<file path="src/rtl/dma_channel_regfile_if.sv">
// CPU programming bus of the DMA channel register file: chip select, strobes,
// register address {G, ch, r} and the byte-wide data paths.
interface dma_channel_regfile_if #(
  parameter int NUM_CH = 4
) ();
  localparam int AWID = $clog2(NUM_CH) + 3;

  logic            CS_N;
  logic            IOR_N;
  logic            IOW_N;
  logic [AWID-1:0] A;
  logic [7:0]      DIN;
  logic [7:0]      DOUT;

  modport master (output CS_N, IOR_N, IOW_N, A, DIN, input DOUT);
  modport slave  (input CS_N, IOR_N, IOW_N, A, DIN, output DOUT);
endinterface

</file>
<file path="src/rtl/dma_channel_regfile.sv">
// Multi-channel DMA register file: byte-serial CPU programming of base/current
// address and count, per-transfer address stepping and terminal-count handling.
module dma_channel_regfile #(
  parameter int  NUM_CH = 4,
  parameter int  AW     = 16,
  parameter int  CW     = 16,
  localparam int CHW    = (NUM_CH > 1) ? $clog2(NUM_CH) : 1
) (
  input  logic                 CLK,
  input  logic                 RESET_N,
  dma_channel_regfile_if.slave bus,
  input  logic [CHW-1:0]       CH_SEL,
  input  logic                 XFER,
  output logic [AW-1:0]        CUR_ADDR,
  output logic [NUM_CH-1:0]    CH_EN,
  output logic [NUM_CH-1:0]    TC,
  output logic                 EOP
);
  localparam int AWID = $clog2(NUM_CH) + 3;
  localparam int NB   = ((AW > CW) ? AW : CW) / 8;
  localparam int BPW  = (NB > 1) ? $clog2(NB) : 1;
  localparam logic [CHW:0]   NUM_CH_L = (CHW+1)'(NUM_CH);
  localparam logic [BPW:0]   AB_L     = (BPW+1)'(AW / 8);
  localparam logic [BPW:0]   CB_L     = (BPW+1)'(CW / 8);
  localparam logic [BPW-1:0] BP_LAST  = BPW'(NB - 1);

  logic [AW-1:0]     baseAddr_r [NUM_CH];
  logic [AW-1:0]     curAddr_r  [NUM_CH];
  logic [CW-1:0]     baseCnt_r  [NUM_CH];
  logic [CW-1:0]     curCnt_r   [NUM_CH];
  logic [NUM_CH-1:0] autoinit_r, decr_r, chEn_r, tc_r;
  logic [BPW-1:0]    bp_r;
  logic [7:0]        dout_r;
  logic              eop_r;

  logic              rdEn_s, wrEn_s, glob_s, chOk_s, byteAcc_s;
  logic              addrWr_s, cntWr_s, modeWr_s, statusRd_s, bpClr_s, mclr_s;
  logic [1:0]        reg_s;
  logic [CHW-1:0]    cpuCh_s;
  logic [AW-1:0]     cpuCurAddr_s, cpuBaseAddr_s, newCurAddr_s, newBaseAddr_s;
  logic [CW-1:0]     cpuCurCnt_s, cpuBaseCnt_s, newCurCnt_s, newBaseCnt_s;
  logic              cpuAuto_s, cpuDecr_s;
  logic [7:0]        addrByte_s, cntByte_s, rdByte_s;
  logic              selOk_s, xEn_s, xDecr_s, xferOk_s, tcHit_s;
  logic [AW-1:0]     xAddr_s, xStepAddr_s;
  logic [CW-1:0]     xCnt_s;
  logic [NUM_CH-1:0] tcSet_s, chEnNext_s;

  // Simultaneous read and write strobes are treated as no access at all.
  assign rdEn_s  = ~bus.CS_N & ~bus.IOR_N &  bus.IOW_N;
  assign wrEn_s  = ~bus.CS_N & ~bus.IOW_N &  bus.IOR_N;
  assign glob_s  = bus.A[AWID-1];
  assign reg_s   = bus.A[1:0];

  generate
    if (NUM_CH > 1) begin : gChField
      assign cpuCh_s = bus.A[AWID-2:2];
    end else begin : gChSingle
      assign cpuCh_s = 1'b0;
    end
  endgenerate

  assign chOk_s     = ~glob_s & ({1'b0, cpuCh_s} < NUM_CH_L);
  assign byteAcc_s  = (rdEn_s | wrEn_s) & chOk_s & ~reg_s[1];
  assign addrWr_s   = wrEn_s & chOk_s & (reg_s == 2'd0) & ({1'b0, bp_r} < AB_L);
  assign cntWr_s    = wrEn_s & chOk_s & (reg_s == 2'd1) & ({1'b0, bp_r} < CB_L);
  assign modeWr_s   = wrEn_s & chOk_s & (reg_s == 2'd2);
  assign statusRd_s = rdEn_s & glob_s & (reg_s == 2'd0);
  assign bpClr_s    = wrEn_s & glob_s & (reg_s == 2'd1);
  assign mclr_s     = wrEn_s & glob_s & (reg_s == 2'd2);

  assign selOk_s     = {1'b0, CH_SEL} < NUM_CH_L;
  assign xferOk_s    = XFER & selOk_s & xEn_s;
  assign tcHit_s     = xferOk_s & (xCnt_s == '0);
  assign xStepAddr_s = xDecr_s ? (xAddr_s - AW'(1)) : (xAddr_s + AW'(1));

  // Channel muxes for the CPU-addressed channel and the serviced channel.
  always_comb begin
    cpuCurAddr_s  = '0;
    cpuBaseAddr_s = '0;
    cpuCurCnt_s   = '0;
    cpuBaseCnt_s  = '0;
    cpuAuto_s     = 1'b0;
    cpuDecr_s     = 1'b0;
    xAddr_s       = '0;
    xCnt_s        = '0;
    xEn_s         = 1'b0;
    xDecr_s       = 1'b0;
    for (int c = 0; c < NUM_CH; c++) begin
      cpuCurAddr_s  |= (cpuCh_s == CHW'(c)) ? curAddr_r[c]  : '0;
      cpuBaseAddr_s |= (cpuCh_s == CHW'(c)) ? baseAddr_r[c] : '0;
      cpuCurCnt_s   |= (cpuCh_s == CHW'(c)) ? curCnt_r[c]   : '0;
      cpuBaseCnt_s  |= (cpuCh_s == CHW'(c)) ? baseCnt_r[c]  : '0;
      cpuAuto_s     |= (cpuCh_s == CHW'(c)) & autoinit_r[c];
      cpuDecr_s     |= (cpuCh_s == CHW'(c)) & decr_r[c];
      xAddr_s       |= (CH_SEL == CHW'(c)) ? curAddr_r[c] : '0;
      xCnt_s        |= (CH_SEL == CHW'(c)) ? curCnt_r[c]  : '0;
      xEn_s         |= (CH_SEL == CHW'(c)) & chEn_r[c];
      xDecr_s       |= (CH_SEL == CHW'(c)) & decr_r[c];
    end
  end

  // Byte-pointer selection for readback and byte-merge for CPU writes.
  always_comb begin
    addrByte_s    = 8'h00;
    cntByte_s     = 8'h00;
    newCurAddr_s  = cpuCurAddr_s;
    newBaseAddr_s = cpuBaseAddr_s;
    newCurCnt_s   = cpuCurCnt_s;
    newBaseCnt_s  = cpuBaseCnt_s;
    for (int b = 0; b < AW / 8; b++) begin
      addrByte_s |= (bp_r == BPW'(b)) ? cpuCurAddr_s[8*b +: 8] : 8'h00;
      newCurAddr_s[8*b +: 8]  = (bp_r == BPW'(b)) ? bus.DIN : cpuCurAddr_s[8*b +: 8];
      newBaseAddr_s[8*b +: 8] = (bp_r == BPW'(b)) ? bus.DIN : cpuBaseAddr_s[8*b +: 8];
    end
    for (int b = 0; b < CW / 8; b++) begin
      cntByte_s |= (bp_r == BPW'(b)) ? cpuCurCnt_s[8*b +: 8] : 8'h00;
      newCurCnt_s[8*b +: 8]  = (bp_r == BPW'(b)) ? bus.DIN : cpuCurCnt_s[8*b +: 8];
      newBaseCnt_s[8*b +: 8] = (bp_r == BPW'(b)) ? bus.DIN : cpuBaseCnt_s[8*b +: 8];
    end
  end

  // CPU read data mux.
  always_comb begin
    rdByte_s = 8'h00;
    if (glob_s) begin
      rdByte_s = (reg_s == 2'd0) ? 8'(tc_r) : 8'h00;
    end else if (chOk_s) begin
      case (reg_s)
        2'd0:    rdByte_s = addrByte_s;
        2'd1:    rdByte_s = cntByte_s;
        2'd2:    rdByte_s = {6'b000000, cpuDecr_s, cpuAuto_s};
        default: rdByte_s = 8'h00;
      endcase
    end else begin
      rdByte_s = 8'h00;
    end
  end

  // Terminal-count set vector and next channel enables; master clear dominates.
  always_comb begin
    tcSet_s    = '0;
    chEnNext_s = chEn_r;
    for (int c = 0; c < NUM_CH; c++) begin
      tcSet_s[c]    = tcHit_s & (CH_SEL == CHW'(c));
      chEnNext_s[c] = mclr_s                                 ? 1'b0 :
                      (modeWr_s & (cpuCh_s == CHW'(c)))      ? 1'b1 :
                      (tcSet_s[c] & ~autoinit_r[c])          ? 1'b0 : chEn_r[c];
    end
  end

  // Per-channel address/count/mode state; a CPU byte write overrides XFER on its register.
  always_ff @(posedge CLK or negedge RESET_N) begin
    if (!RESET_N) begin
      for (int c = 0; c < NUM_CH; c++) begin
        baseAddr_r[c] <= '0;
        curAddr_r[c]  <= '0;
        baseCnt_r[c]  <= '0;
        curCnt_r[c]   <= '0;
      end
      autoinit_r <= '0;
      decr_r     <= '0;
    end else begin
      for (int c = 0; c < NUM_CH; c++) begin
        if (xferOk_s && (CH_SEL == CHW'(c))) begin
          if (tcHit_s && autoinit_r[c]) begin
            curAddr_r[c] <= baseAddr_r[c];
            curCnt_r[c]  <= baseCnt_r[c];
          end else begin
            curAddr_r[c] <= xStepAddr_s;
            curCnt_r[c]  <= xCnt_s - CW'(1);
          end
        end
        if (cpuCh_s == CHW'(c)) begin
          if (addrWr_s) begin
            baseAddr_r[c] <= newBaseAddr_s;
            curAddr_r[c]  <= newCurAddr_s;
          end
          if (cntWr_s) begin
            baseCnt_r[c] <= newBaseCnt_s;
            curCnt_r[c]  <= newCurCnt_s;
          end
          if (modeWr_s) begin
            autoinit_r[c] <= bus.DIN[0];
            decr_r[c]     <= bus.DIN[1];
          end
        end
      end
    end
  end

  // Byte pointer, status flags, enables, read data and end-of-process pulse.
  always_ff @(posedge CLK or negedge RESET_N) begin
    if (!RESET_N) begin
      bp_r   <= '0;
      tc_r   <= '0;
      chEn_r <= '0;
      dout_r <= 8'h00;
      eop_r  <= 1'b0;
    end else begin
      if (mclr_s || bpClr_s) begin
        bp_r <= '0;
      end else if (byteAcc_s) begin
        bp_r <= (bp_r == BP_LAST) ? '0 : bp_r + BPW'(1);
      end
      // A flag set on the status-read edge must survive the clear.
      if (mclr_s) begin
        tc_r <= '0;
      end else if (statusRd_s) begin
        tc_r <= tcSet_s;
      end else begin
        tc_r <= tc_r | tcSet_s;
      end
      chEn_r <= chEnNext_s;
      if (rdEn_s) begin
        dout_r <= rdByte_s;
      end
      eop_r <= tcHit_s;
    end
  end

  assign bus.DOUT = dout_r;
  assign CUR_ADDR = xAddr_s;
  assign CH_EN    = chEn_r;
  assign TC       = tc_r;
  assign EOP      = eop_r;
endmodule
</file>
<file path="src/flat_wrapper.sv">
// flat-port wrapper written by rule: the top's interface ports become plain ports
module dma_channel_regfile_flat 
#(
  parameter int  NUM_CH = 4,
  parameter int  AW     = 16,
  parameter int  CW     = 16,
  localparam int CHW    = (NUM_CH > 1) ? $clog2(NUM_CH) : 1
)
  (CLK, RESET_N, CH_SEL, XFER, CUR_ADDR, CH_EN, TC, EOP, bus_CS_N, bus_IOR_N, bus_IOW_N, bus_A, bus_DIN, bus_DOUT);
  dma_channel_regfile_if #(.NUM_CH(NUM_CH)) bus_i ();
  input  logic CLK;
  input  logic RESET_N;
  input  logic [CHW-1:0] CH_SEL;
  input  logic XFER;
  output logic [AW-1:0] CUR_ADDR;
  output logic [NUM_CH-1:0] CH_EN;
  output logic [NUM_CH-1:0] TC;
  output logic EOP;
  input wire logic [$bits(bus_i.CS_N)-1:0] bus_CS_N;
  input wire logic [$bits(bus_i.IOR_N)-1:0] bus_IOR_N;
  input wire logic [$bits(bus_i.IOW_N)-1:0] bus_IOW_N;
  input wire logic [$bits(bus_i.A)-1:0] bus_A;
  input wire logic [$bits(bus_i.DIN)-1:0] bus_DIN;
  output wire logic [$bits(bus_i.DOUT)-1:0] bus_DOUT;
  assign bus_i.CS_N = bus_CS_N;
  assign bus_i.IOR_N = bus_IOR_N;
  assign bus_i.IOW_N = bus_IOW_N;
  assign bus_i.A = bus_A;
  assign bus_i.DIN = bus_DIN;
  assign bus_DOUT = bus_i.DOUT;
  dma_channel_regfile #(.NUM_CH(NUM_CH), .AW(AW), .CW(CW)) u_core (.CLK(CLK), .RESET_N(RESET_N), .bus(bus_i), .CH_SEL(CH_SEL), .XFER(XFER), .CUR_ADDR(CUR_ADDR), .CH_EN(CH_EN), .TC(TC), .EOP(EOP));
endmodule
</file>
<file path="config.mk">
export PLATFORM = sky130hd
export DESIGN_NAME = dma_channel_regfile_flat
export DESIGN_NICKNAME = d
export VERILOG_FILES = /design/src/rtl/dma_channel_regfile_if.sv /design/src/rtl/dma_channel_regfile.sv /design/src/flat_wrapper.sv
export SDC_FILE = /design/constraint.sdc
export NUM_CORES = 1
export LEC_CHECK = 0
export ABC_AREA = 0
export BUFFER_PORTS_ARGS = -buffer_cell sky130_fd_sc_hd__buf_2
export CAP_MARGIN = 10
export CORE_ASPECT_RATIO = 1.1
export CORE_MARGIN = 1
export CORE_UTILIZATION = 55
export DETAILED_ROUTE_END_ITERATION = 12
export HOLD_SLACK_MARGIN = 0.06
export PLACE_DENSITY = 0.83
export SYNTH_ARGS = -nofsm -noshare
export SYNTH_HDL_FRONTEND = slang
export SYNTH_SLANG_ARGS = --single-unit
</file>
<file path="constraint.sdc">
create_clock -name CLK -period 3.5 [get_ports CLK]
set_input_delay 0.525 -clock CLK [delete_from_list [all_inputs] [get_ports CLK]]
set_output_delay 0.525 -clock CLK [all_outputs]
set_load 0.01 [all_outputs]
</file>
==> run metrics <==
CP Class=reg2reg; post-synth top area cell=dfrtp_1; Vias=16.0k; CP Launch Type=flop; Tmin final=3.30 ns; average size of a mapped cell=9.48 sq um; endpoints failing hold=0; largest net degree at the start of global routing=84; worst hold slack=0.401 ns; Synth area leaders=dfrtp_1 (41%), mux4_2 (14%), nand2_1 (6.3%); Starting Density=56.0%; Final Util=64.5%; area grow syn2layout=15.3%; Cell Pwr Density=633 nW/um^2; Syn Nets=1832; Initial DRC Count=2490; CTS Root Cell=clkbuf_16; non-filler cells, final=2311; Top-Level Pins=54; commonest cells in the netlist=nand2_1 (286), dfrtp_1 (282), o21ai_0 (192), a21oi_1 (182), nor2_1 (181); die height=187 microns; Max-cap violations=0; grt total ovfl=0; Tcrit/Tclk final=94.2%; fin nets=1908; WL final=57000 microns; Placer Congestion=1.01; DRC=0; row count=67; first-pass GRT wire length=89300 microns; CTS tree=yes; synthesized instance count=1796; DP Cell Count=2253; CP Max Fanout=8; CTS Buffer Depth=3; clock slew at reported path FFs=0.07 ns; Synth Flop Type=dfrtp_1; CTS buffer count=30; Die X=170 microns; core footprint=30400 sq um; DIE AREA=31700 sq um; status=finished clean; skew final=0.0168 ns; Total Neg Setup Slack=0 ns; Final Max Slew Viols=0; post-route cell area=19600 sq um; Yosys reg bits=282; wire per inst=24.7 microns; count leader, synth=nand2_1; Seq/Total Area, Yosys=41.4%; # clock sinks=282; hpwl dp=39100 microns; drt pass-1 iters=9; Netlist cell types=67; Hold/Removal Path Class=in2reg; layout cell share with drive strength beyond 1=20.0%; PortBufs=53; RSZ-0062 raised after global routing=false; async set-reset flop share out of synthesis=100%; Placed Area=18600 sq um; critical path arrival=3.81 ns; Fmax=0.303 GHz; Worst-Skew Late Latency=0.58 ns; worst slew pin tran=0.834 ns; static leakage=0.00850 uW; vias in the first global route=15.8k; final setup vio count=0; top cell type's share of synthesized area=41.4%; GRT Util Overall=36.5%; WP data required=4.01 ns; initial antenna violation count=0; Final ANT Viol Nets=0; routed vias/inst=6.90; setup bufs post-CTS=0; crit path capture type=flop; VDD IR max=0.000437 V; H-Tree Depth=1; fillers=2262; Slew Limit Headroom=44.3%; Post-Syn Area=17000 sq um; Yosys warnings=0; number of synthesized flops with an enable pin=0
==> per-stage QoR <==
step                      worst slack, ns  power, uW
after floorplan                    -0.107       7280
after global placement             -0.155       8640
after detailed placement           -0.238       8830
after CTS                           0.256      12200
after global routing               0.0212      12900
final                               0.201      12400
==> registers in the layout (all words and copies together) (netlist names) <==
name               count
u_core.CH_EN           4
u_core.EOP             1
u_core.TC              4
u_core.autoinit_r      4
u_core.baseAddr_r     64
u_core.baseCnt_r      64
u_core.bp_r            1
u_core.bus.DOUT        8
u_core.curAddr_r      64
u_core.curCnt_r       64
u_core.decr_r          4
==> cells by family (layout without fill, tap and decap cells) <==
logic type      after synthesis  after routing  share of synthesized area, %
compound gates              563            563                          19.5
mux                         150            150                          16.9
buf+inv                     164            264                          4.19
fa+ha+maj                    16             16                          1.20
other cells                   0              1                             0
xor+xnor                     31             31                          1.59
simple gates                590            590                          15.2
flops                       282            282                          41.4
==> worst paths after layout <==
| kind | to | from | slack [ns] | cells past startpoint |
|---|---|---|---|---|
| max in group asynchronous | u_core.baseAddr_r[32] | RESET_N | 1.98 | 3 |
| setup reg to reg | u_core.curAddr_r[57] | u_core.decr_r[3] | 0.20 | 13 |
| min in group asynchronous | u_core.baseCnt_r[9] | RESET_N | 0.55 | 2 |
| setup / recovery | u_core.curAddr_r[57] | u_core.decr_r[3] | 0.20 | 13 |
| hold / removal | u_core.bp_r | bus_A[4] | 0.40 | 3 |
| hold reg to reg | u_core.bus.DOUT[4] | u_core.bus.DOUT[4] | 0.48 | 2 |
==> layout by cell type, fill, tap and decap left out, types with 6 or more instances in the layout <==
cell type,netlist,final
a211oi_1,70,70
a21o_1,10,10
a21oi_1,182,182
a31oi_1,19,18
and3_1,16,16
buf_12,0,18
buf_2,15,50
buf_4,9,118
clkbuf_1,99,7
clkbuf_16,0,30
clkbuf_8,0,8
dfrtp_1,282,281
ha_1,14,8
ha_4,0,6
inv_1,20,20
mux2_2,12,12
mux2i_1,30,30
mux4_2,103,103
nand2_1,286,283
nand2b_1,11,11
nand3_1,34,31
nor2_1,181,181
nor2b_1,15,15
nor3_1,11,10
o211ai_1,33,33
o21ai_0,192,185
o21ai_1,1,8
o221ai_1,8,8
o31ai_1,14,14
xnor2_1,19,18
xor2_1,12,12
==> area by class of cell <==
class / count / area [sq um] / share of cell area, %
antenna: 1 / 2.50 / 0.0127
clock buffer: 45 / 887 / 4.52
clock inverter: 11 / 178 / 0.905
inverter: 20 / 75.1 / 0.382
multi-input combinational: 1350 / 9390 / 47.8
sequential: 282 / 7060 / 36.0
tap: 414 / 518 / 2.64
timing repair buffer: 188 / 1520 / 7.75
==> power breakdown <==
part	internal (uW)	switching (uW)
sequential	3940	669
clock	2040	1380
combinational	2020	2360
total	8010	4410
==> worst max-delay path, stage by stage, from the launching register on <==
cell and delay [ns]:
dfrtp_1 0.45, mux4_2 0.57, buf_12 0.19, ha_4 0.28, o21a_1 0.15, nor2_1 0.05
buf_4 0.13, o31ai_1 0.27, a311oi_1 0.14, buf_4 0.16, o21a_1 0.22, o311ai_1 0.40
o21ai_1 0.11, o21ai_1 0.13
==> layer usage <==
layer	track usage (%)	part of all wire [%]	vias up
li1	-	-	6724
met1	47.0	35	7588
met2	54.2	44	1309
met3	9.12	13	335
met4	25.3	7.9	0
met5	0	0	-
==> repair_timing <==
action,CTS,global route
resized for setup,0,0
hold buffers,1,0
hold endpoints to repair,78,0
No activity file was read; power rests on OpenSTA's default activity.
